### config.mk
export PLATFORM = sky130hd
export DESIGN_NAME = icache_fill_arbiter_flat
export DESIGN_NICKNAME = d
export VERILOG_FILES = /design/src/rtl/icache_fill_arbiter_if.sv /design/src/rtl/icache_fill_arbiter.sv /design/src/flat_wrapper.sv
export SDC_FILE = /design/constraint.sdc
export NUM_CORES = 1
export LEC_CHECK = 0
export CAP_MARGIN = 30
export CORE_MARGIN = 2
export CORE_UTILIZATION = 47
export CTS_BUF_LIST = sky130_fd_sc_hd__clkbuf_4
export DETAILED_ROUTE_END_ITERATION = 16
export PLACE_DENSITY = 0.86
export SYNTH_ARGS = -nofsm -noshare
export SYNTH_HDL_FRONTEND = slang
export SYNTH_SLANG_ARGS = --single-unit
export TNS_END_PERCENT = 1
### constraint.sdc
create_clock -name clk -period 2.8 [get_ports clk]
set_input_delay 0.28 -clock clk [delete_from_list [all_inputs] [get_ports clk]]
set_output_delay 0.28 -clock clk [all_outputs]
set_load 0.02 [all_outputs]
### src/rtl/icache_fill_arbiter_if.sv
// rtl/icache_fill_arbiter_if.sv - miss/bus/fill signal bundle for the I$ fill arbiter
interface icache_fill_arbiter_if;
  logic        miss_e;
  logic [14:0] paddr_e;
  logic        miss_o;
  logic [14:0] paddr_o;
  logic        flush;
  logic        grant;
  logic        ack;
  logic        fill_e;
  logic        fill_o;
  logic        accept_e;
  logic        accept_o;
  logic        req;
  logic        bus_release;
  logic        ser_valid;
  logic [14:0] ser_paddr;
  logic [3:0]  ser_return;
  logic        ser_rw;
  logic [15:0] ser_size;
  logic        busy;
  logic        fill_err;

  modport master (
    input  miss_e, paddr_e, miss_o, paddr_o, flush, grant, ack, fill_e, fill_o,
    output accept_e, accept_o, req, bus_release, ser_valid, ser_paddr,
           ser_return, ser_rw, ser_size, busy, fill_err
  );

  modport slave (
    output miss_e, paddr_e, miss_o, paddr_o, flush, grant, ack, fill_e, fill_o,
    input  accept_e, accept_o, req, bus_release, ser_valid, ser_paddr,
           ser_return, ser_rw, ser_size, busy, fill_err
  );
endinterface

### src/rtl/icache_fill_arbiter.sv
// rtl/icache_fill_arbiter.sv - round-robin even/odd I$ miss arbiter for the shared BAU request channel
module icache_fill_arbiter #(
  parameter int XFER_BEATS   = 2,
  parameter int FILL_TIMEOUT = 255,
  parameter int MAX_RETRY    = 3
) (
  input  logic                  clk,
  input  logic                  reset,
  icache_fill_arbiter_if.master bus
);
  localparam logic [3:0] LAST_BEAT = 4'(XFER_BEATS - 1);
  localparam logic [7:0] TMO_LAST  = 8'(FILL_TIMEOUT - 1);
  localparam logic [2:0] RETRY_MAX = 3'(MAX_RETRY);

  typedef enum logic [2:0] {IDLE, REQ, XFER, WAIT_ACK, WAIT_FILL} state_t;

  state_t      state;
  logic [3:0]  beat;
  logic [7:0]  tcnt;
  logic [2:0]  retry;
  logic        ptr_odd;
  logic        sel_odd;
  logic [14:0] paddr_q;
  logic        accept_e_q;
  logic        accept_o_q;
  logic        req_q;
  logic        rel_q;
  logic        valid_q;
  logic        busy_q;
  logic        err_q;
  logic        pick_odd;
  logic        fill_sel;

  // Odd wins when it is the only requester, or when both request and the pointer names odd.
  always_comb begin
    pick_odd = bus.miss_o && (!bus.miss_e || ptr_odd);
    fill_sel = sel_odd ? bus.fill_o : bus.fill_e;
  end

  always_ff @(posedge clk or negedge reset) begin
    if (!reset) begin
      state      <= IDLE;
      beat       <= '0;
      tcnt       <= '0;
      retry      <= '0;
      ptr_odd    <= 1'b0;
      sel_odd    <= 1'b0;
      paddr_q    <= '0;
      accept_e_q <= 1'b0;
      accept_o_q <= 1'b0;
      req_q      <= 1'b0;
      rel_q      <= 1'b0;
      valid_q    <= 1'b0;
      busy_q     <= 1'b0;
      err_q      <= 1'b0;
    end else begin
      accept_e_q <= 1'b0;
      accept_o_q <= 1'b0;
      rel_q      <= 1'b0;
      case (state)
        IDLE: begin
          if (!bus.flush && (bus.miss_e || bus.miss_o)) begin
            if (bus.miss_e && bus.miss_o) ptr_odd <= ~ptr_odd;
            sel_odd    <= pick_odd;
            paddr_q    <= pick_odd ? bus.paddr_o : bus.paddr_e;
            accept_e_q <= !pick_odd;
            accept_o_q <= pick_odd;
            req_q      <= 1'b1;
            busy_q     <= 1'b1;
            state      <= REQ;
          end
        end
        REQ: begin
          if (bus.flush) begin
            req_q  <= 1'b0;
            busy_q <= 1'b0;
            retry  <= '0;
            state  <= IDLE;
          end else if (bus.grant) begin
            beat    <= '0;
            valid_q <= 1'b1;
            rel_q   <= (XFER_BEATS == 1);
            state   <= XFER;
          end
        end
        XFER: begin
          if (beat == LAST_BEAT) begin
            valid_q <= 1'b0;
            req_q   <= 1'b0;
            tcnt    <= '0;
            state   <= WAIT_ACK;
          end else begin
            beat  <= beat + 4'd1;
            rel_q <= (beat + 4'd1 == LAST_BEAT);
          end
        end
        WAIT_ACK, WAIT_FILL: begin
          if (state == WAIT_ACK && bus.ack) begin
            tcnt  <= '0;
            state <= WAIT_FILL;
          end else if (state == WAIT_FILL && fill_sel) begin
            busy_q <= 1'b0;
            retry  <= '0;
            state  <= IDLE;
          end else if (tcnt == TMO_LAST) begin
            // Retry reuses the latched paddr/return id; exhaustion drops the miss.
            tcnt <= '0;
            if (retry < RETRY_MAX) begin
              retry <= retry + 3'd1;
              req_q <= 1'b1;
              state <= REQ;
            end else begin
              err_q  <= 1'b1;
              retry  <= '0;
              busy_q <= 1'b0;
              state  <= IDLE;
            end
          end else begin
            tcnt <= tcnt + 8'd1;
          end
        end
        default: state <= IDLE;
      endcase
    end
  end

  assign bus.accept_e    = accept_e_q;
  assign bus.accept_o    = accept_o_q;
  assign bus.req         = req_q;
  assign bus.bus_release = rel_q;
  assign bus.ser_valid   = valid_q;
  assign bus.ser_paddr   = paddr_q;
  assign bus.ser_return  = {3'b000, sel_odd};
  assign bus.ser_rw      = 1'b0;
  assign bus.ser_size    = 16'd16;
  assign bus.busy        = busy_q;
  assign bus.fill_err    = err_q;
endmodule

### src/flat_wrapper.sv
// flat-port wrapper written by rule: the top's interface ports become plain ports
module icache_fill_arbiter_flat 
#(
  parameter int XFER_BEATS   = 2,
  parameter int FILL_TIMEOUT = 255,
  parameter int MAX_RETRY    = 3
)
  (clk, reset, bus_miss_e, bus_paddr_e, bus_miss_o, bus_paddr_o, bus_flush, bus_grant, bus_ack, bus_fill_e, bus_fill_o, bus_accept_e, bus_accept_o, bus_req, bus_bus_release, bus_ser_valid, bus_ser_paddr, bus_ser_return, bus_ser_rw, bus_ser_size, bus_busy, bus_fill_err);
  icache_fill_arbiter_if bus_i ();
  input  logic clk;
  input  logic reset;
  input wire logic [$bits(bus_i.miss_e)-1:0] bus_miss_e;
  input wire logic [$bits(bus_i.paddr_e)-1:0] bus_paddr_e;
  input wire logic [$bits(bus_i.miss_o)-1:0] bus_miss_o;
  input wire logic [$bits(bus_i.paddr_o)-1:0] bus_paddr_o;
  input wire logic [$bits(bus_i.flush)-1:0] bus_flush;
  input wire logic [$bits(bus_i.grant)-1:0] bus_grant;
  input wire logic [$bits(bus_i.ack)-1:0] bus_ack;
  input wire logic [$bits(bus_i.fill_e)-1:0] bus_fill_e;
  input wire logic [$bits(bus_i.fill_o)-1:0] bus_fill_o;
  output wire logic [$bits(bus_i.accept_e)-1:0] bus_accept_e;
  output wire logic [$bits(bus_i.accept_o)-1:0] bus_accept_o;
  output wire logic [$bits(bus_i.req)-1:0] bus_req;
  output wire logic [$bits(bus_i.bus_release)-1:0] bus_bus_release;
  output wire logic [$bits(bus_i.ser_valid)-1:0] bus_ser_valid;
  output wire logic [$bits(bus_i.ser_paddr)-1:0] bus_ser_paddr;
  output wire logic [$bits(bus_i.ser_return)-1:0] bus_ser_return;
  output wire logic [$bits(bus_i.ser_rw)-1:0] bus_ser_rw;
  output wire logic [$bits(bus_i.ser_size)-1:0] bus_ser_size;
  output wire logic [$bits(bus_i.busy)-1:0] bus_busy;
  output wire logic [$bits(bus_i.fill_err)-1:0] bus_fill_err;
  assign bus_i.miss_e = bus_miss_e;
  assign bus_i.paddr_e = bus_paddr_e;
  assign bus_i.miss_o = bus_miss_o;
  assign bus_i.paddr_o = bus_paddr_o;
  assign bus_i.flush = bus_flush;
  assign bus_i.grant = bus_grant;
  assign bus_i.ack = bus_ack;
  assign bus_i.fill_e = bus_fill_e;
  assign bus_i.fill_o = bus_fill_o;
  assign bus_accept_e = bus_i.accept_e;
  assign bus_accept_o = bus_i.accept_o;
  assign bus_req = bus_i.req;
  assign bus_bus_release = bus_i.bus_release;
  assign bus_ser_valid = bus_i.ser_valid;
  assign bus_ser_paddr = bus_i.ser_paddr;
  assign bus_ser_return = bus_i.ser_return;
  assign bus_ser_rw = bus_i.ser_rw;
  assign bus_ser_size = bus_i.ser_size;
  assign bus_busy = bus_i.busy;
  assign bus_fill_err = bus_i.fill_err;
  icache_fill_arbiter #(.XFER_BEATS(XFER_BEATS), .FILL_TIMEOUT(FILL_TIMEOUT), .MAX_RETRY(MAX_RETRY)) u_core (.clk(clk), .reset(reset), .bus(bus_i));
endmodule
Word-level counts from Yosys, hierarchy flattened
Index checks and enable logic that the tools add are counted.

Bitwise logic cells: 4. Reductions and logical operators: 27. $add $sub $neg: 3. Magnitude comparators: 1. Mux-type cells: 48. Eq/ne operators: 22.

Operators by type and width (count): 3-bit two-way mux (12); 8-bit two-way mux (4); 1-bit two-way mux (21); 8-bit case mux with 2 select lines (1); 4-bit AND reduction (4); 15-bit two-way mux (1); 4-bit two-way mux (3); 2-bit != test, second input constant (6); 3-bit case mux with 4 select lines (1); 8-bit by 1-bit adder with 8-bit output, second input constant (1); 4-bit by 1-bit == test with 1-bit output, second input constant (2); 8-bit == test, second input constant (1); 2-bit by 1-bit != test with 1-bit output, second input constant (4); 4-bit case mux with 2 select lines (1); 8-bit AND reduction (1); 3-bit by 2-bit == test with 1-bit output, second input constant (2); 3-bit by 2-bit != test with 1-bit output, second input constant (2); 3-bit case mux with 2 select lines (1); 3-bit AND reduction (2); 6-bit AND reduction (1); 2-bit nonzero test (3); 1-bit logical AND (5); 5-bit AND reduction (1); 4-bit by 1-bit adder with 4-bit output, second input constant (1); 18 further kinds (24).

Bits of input ports: 39. Register bits after elaboration: 42. Output and inout bits: 43. Word-level logic and storage cells: 119.

Depth between registers and ports, before layout
Depth after elaboration: 6. Depth in mapped cells: 9.

Least setup slack after synthesis
Ideal clock, no wire load.

Path kind: register to register. From: reg u_core.beat[1]. To: reg u_core.state[0]. Stages on the path, launching flop included: 10. Path slack: 0.721 ns. Data arrival time: 1.952 ns. Setup time: 0.128 ns. Cells stage by stage: dfrtp_1 -> inv_1 -> ha_1 -> or3b_4 -> and3_4 -> buf_6 -> a211o_1 -> buf_6 -> nand2_1 -> mux2_1.

Cells in the longest elaborated chain, start to end: 3.

RTL lines: start, declared (RTL line icache_fill_arbiter.sv:18) `logic [3:0] beat;`; start signal, assigned (RTL line icache_fill_arbiter.sv:93) `beat <= beat + 4'd1;`; 4-bit by 1-bit == test with 1-bit output (RTL line icache_fill_arbiter.sv:87) `if (beat == LAST_BEAT) begin`; 2-bit by 1-bit != test with 1-bit output (no source line); 4-bit AND reduction (no source line); end signal, assigned (RTL line icache_fill_arbiter.sv:83) `state <= XFER;`; end signal, assigned (RTL line icache_fill_arbiter.sv:91) `state <= WAIT_ACK;`; end signal, assigned (RTL line icache_fill_arbiter.sv:100) `state <= WAIT_FILL;`; end, declared (RTL line icache_fill_arbiter.sv:17) `state_t state;`.

No other way between the ends. A chain may end at the register's enable or synchronous reset.

Worst setup path after layout
From: reg u_core.state[1]. To: reg u_core.state[0].

Cells in the longest elaborated chain, start to end: 5. Elaborated cells between the ends (all ways): 16. Those cells by class: eq/ne: 8; mux: 3; reduce/logical: 5.

RTL lines: start signal, assigned (RTL line icache_fill_arbiter.sv:42) `state <= IDLE;`; start signal, assigned (RTL line icache_fill_arbiter.sv:70) `state <= REQ;`; start signal, assigned (RTL line icache_fill_arbiter.sv:78) `state <= IDLE;`; 3-bit == test (RTL line icache_fill_arbiter.sv:60, icache_fill_arbiter.sv:101); 1-bit logical AND (RTL line icache_fill_arbiter.sv:101) `end else if (state == WAIT_FILL && fill_sel) begin`; 3-bit two-way mux (RTL line icache_fill_arbiter.sv:101); 3-bit two-way mux (RTL line icache_fill_arbiter.sv:98) `if (state == WAIT_ACK && bus.ack) begin`; 3-bit case mux with 4 select lines (RTL line icache_fill_arbiter.sv:60) `case (state)`.

Several ways; a longest one is shown, not always the timed one.

==> impl_metrics.tcl <==
set metrics [dict create \
    clock-sinks 42 \
    end_kind "flop" \
    status "finished, final reports clean" \
    dp_slack_ns 0.473 \
    finalClockSkew_ns 0.0238 \
    synth_cell_types 47 \
    worstMarginPinSlew_ns 0.914 \
    post-cts-setup-buffers 0 \
    netlist_instances 258 \
    switchingPower_mw 1.01 \
    grt_start_max_net_pins 43 \
    clkPwrFrac_pct 15.6 \
    ys_top_cells_by_area "dfrtp_1 44%, mux2i_1 8.3%, buf_4 6.5%" \
    vias_per_cell 5.09 \
    power_density_mw_per_mm2 833 \
    critPathLaunchType "flop" \
    timing.hold.ws_ns 0.0304 \
    synth-async-reset-ratio_pct 100 \
    drt_iter0_drc 98 \
    area_growth_pct 26.8 \
    final_max_slew_viol_count 0 \
    synth_edf_count 0 \
    period_needed_ns 2.24 \
    finalWeightedCongestion 0.834 \
    ir_worst_vdd_mv 0.263 \
    hpwl_um 3890 \
    tns_ns 0 \
    worstSetupPathType "flop to flop" \
    cts-resized-gates 0 \
    finalHoldViolations 0 \
    p_int_mw 1.54 \
    final_cell_mix "60 x clkdlybuf4s50_1, 42 x dfrtp_1, 31 x nand2_1" \
    htree_levels 2 \
    rsz0062_at_grt "no" \
    netSwitchingFraction_pct 39.6 \
    core-area_mm2 0.00504 \
    route.detailed.drc 0 \
    max_freq_mhz 446 \
    synth-seq-cells 42 \
    portBuffers 61 \
    io_pins 82 \
    cts-root-buf "clkbuf_4" \
    nFillCells 446 \
    syn_area_per_cell_um2 9.35 \
    routed_wl_um 5080 \
    synth_ff_type "dfrtp_1" \
    die_h_um 75.7 \
    relSlewSlack_pct 39.1 \
    fp-row-count 26 \
    power_frac_seq_pct 37.9 \
    yosys_warnings 0 \
    cts_inserted_buffers 5 \
    p_leak_nw 1.42 \
    cap_violations 0 \
    fin_util_pct 60.7 \
    grt_pass1_wl_um 7860 \
    cts_tree "done" \
    die_w_um 75.7 \
    regToRegSetupSlack_ns 0.56 \
    final_nets 359 \
    grt_pass1_vias 1774 \
    die_area_mm2 0.00572 \
    p_total_mw 2.55 \
    combPwrFrac_pct 46.5 \
    finalSetupViolCount 0 \
    path_clk_slew_ns 0.14 \
    firstDrtPassIters 5 \
    diodes 0 \
    grt_usage_pct 18.2 \
    wl_per_cell_um 13.2 \
    multi_input_area_mm2 0.00118 \
    seqCellArea_mm2 0.00105 \
    final_common_cell "clkdlybuf4s50_1" \
    cts_buffer_depth 2 \
    worstPathRequired_ns 3.06 \
    hold_buffers 0 \
    clock_latency_ns 0.36 \
    hold_path_class "primary input to async pin" \
    vias 1960 \
    setup_ws_ns 0.560 \
    postRouteAntennaNets 0 \
    fin_crit_sh_pct 80.0 \
    synth_top_cell_by_area "dfrtp_1" \
    yosysSeqAreaShare_pct 43.5 \
    antenna_found_initial 0 \
    grt-ovfl-total 0 \
    cp_max_fo 19 \
    drive_gt1_share_pct 6.35 \
    netlist_area_mm2 0.00241 \
    start_util_pct 47.9 \
    cp_data_arrival_time_ns 2.50 \
    netlist.area_leader.share_pct 43.5 \
]
## area by class of cell
cell class / count / share of cell area [%]
Clock inverter: 2 / 1.23
Sequential cell: 42 / 34.3
Timing Repair Buffer: 64 / 20.5
Multi-Input combinational cell: 192 / 38.5
Tap cell: 70 / 2.86
Clock buffer: 6 / 1.47
Inverter: 9 / 1.10
## power by group through the flow
stage	Clock (mW)	Sequential (mW)	Combinational [mW]
after floorplan	0	1.06	0.662
after global placement	0	0.967	1.16
after detailed placement	0	0.979	1.19
after CTS	0.404	0.966	1.20
after global routing	0.431	0.998	1.31
final	0.397	0.966	1.19
## cells in the mapped netlist (3+ instances only)
library cell and number:
a21o_1 3, a21oi_1 6, buf_2 4, buf_4 21, clkbuf_1 5, dfrtp_1 42
ha_1 6, inv_1 9, mux2i_1 20, nand2_1 31, nand2b_1 3, nand3_1 9
nor2_1 18, nor2b_1 6, nor3_1 3, o21ai_0 29, o22ai_1 3, o31ai_1 4
xnor2_1 3
## cells by family (layout without fill, tap and decap cells)
group           after synthesis  in the layout  synth area share [%]
mux                          22             22                  9.23
flops                        42             42                  43.5
xor+xnor                      4              4                  1.45
buf+inv                      42             81                  10.6
simple gates                 82             82                  16.7
compound gates               58             58                  15.0
fa+ha+maj                     6              6                  3.11
other cells                   2             20                 0.311
## critical path, stage by stage, from the launching register on
cell and delay (ns):
dfrtp_1 0.75, and4bb_2 0.37, o22ai_2 0.15, a211o_1 0.44, nand2_1 0.12, mux2_1 0.32
## per-layer routing
layer	global-route usage [%]	wire, um	up-vias
li1	-	-	964
met1	21.5	2140	923
met2	32.5	2500	65
met3	5.16	388	8
met4	4.68	53	0
met5	0	0	-
## registers in the layout, summed over array words and instances (netlist names)
| signal | cells |
|---|---|
| u_core.bus.ser_paddr | 15 |
| u_core.tcnt | 8 |
| u_core.beat | 4 |
| u_core.retry | 3 |
| u_core.state | 3 |
| u_core.bus.accept_e | 1 |
| u_core.bus.accept_o | 1 |
| u_core.bus.bus_release | 1 |
| u_core.bus.busy | 1 |
| u_core.bus.fill_err | 1 |
| u_core.bus.req | 1 |
| u_core.bus.ser_valid | 1 |
| u_core.ptr_odd | 1 |
| u_core.sel_odd | 1 |
## path summary, 6_finish.rpt
path / from / endpoint / depth (start not counted)
setup reg to reg: u_core.state[1] / u_core.state[0] / 5
max in group asynchronous: reset / u_core.tcnt[1] / 1
hold / removal: reset / u_core.bus.bus_release / 1
setup / recovery: u_core.state[1] / u_core.state[0] / 5
hold reg to reg: u_core.bus.ser_paddr[3] / u_core.bus.ser_paddr[3] / 2
min in group clk: u_core.bus.ser_paddr[3] / u_core.bus.ser_paddr[3] / 2
## through the flow
stage | instances | cell area [um^2]
after floorplan | 276 | 2480
after global placement | 377 | 2980
after detailed placement | 377 | 2980
after CTS | 385 | 3060
after global routing | 385 | 3060
final | 385 | 3060
Note: power is estimated with default switching activity, not from simulation.
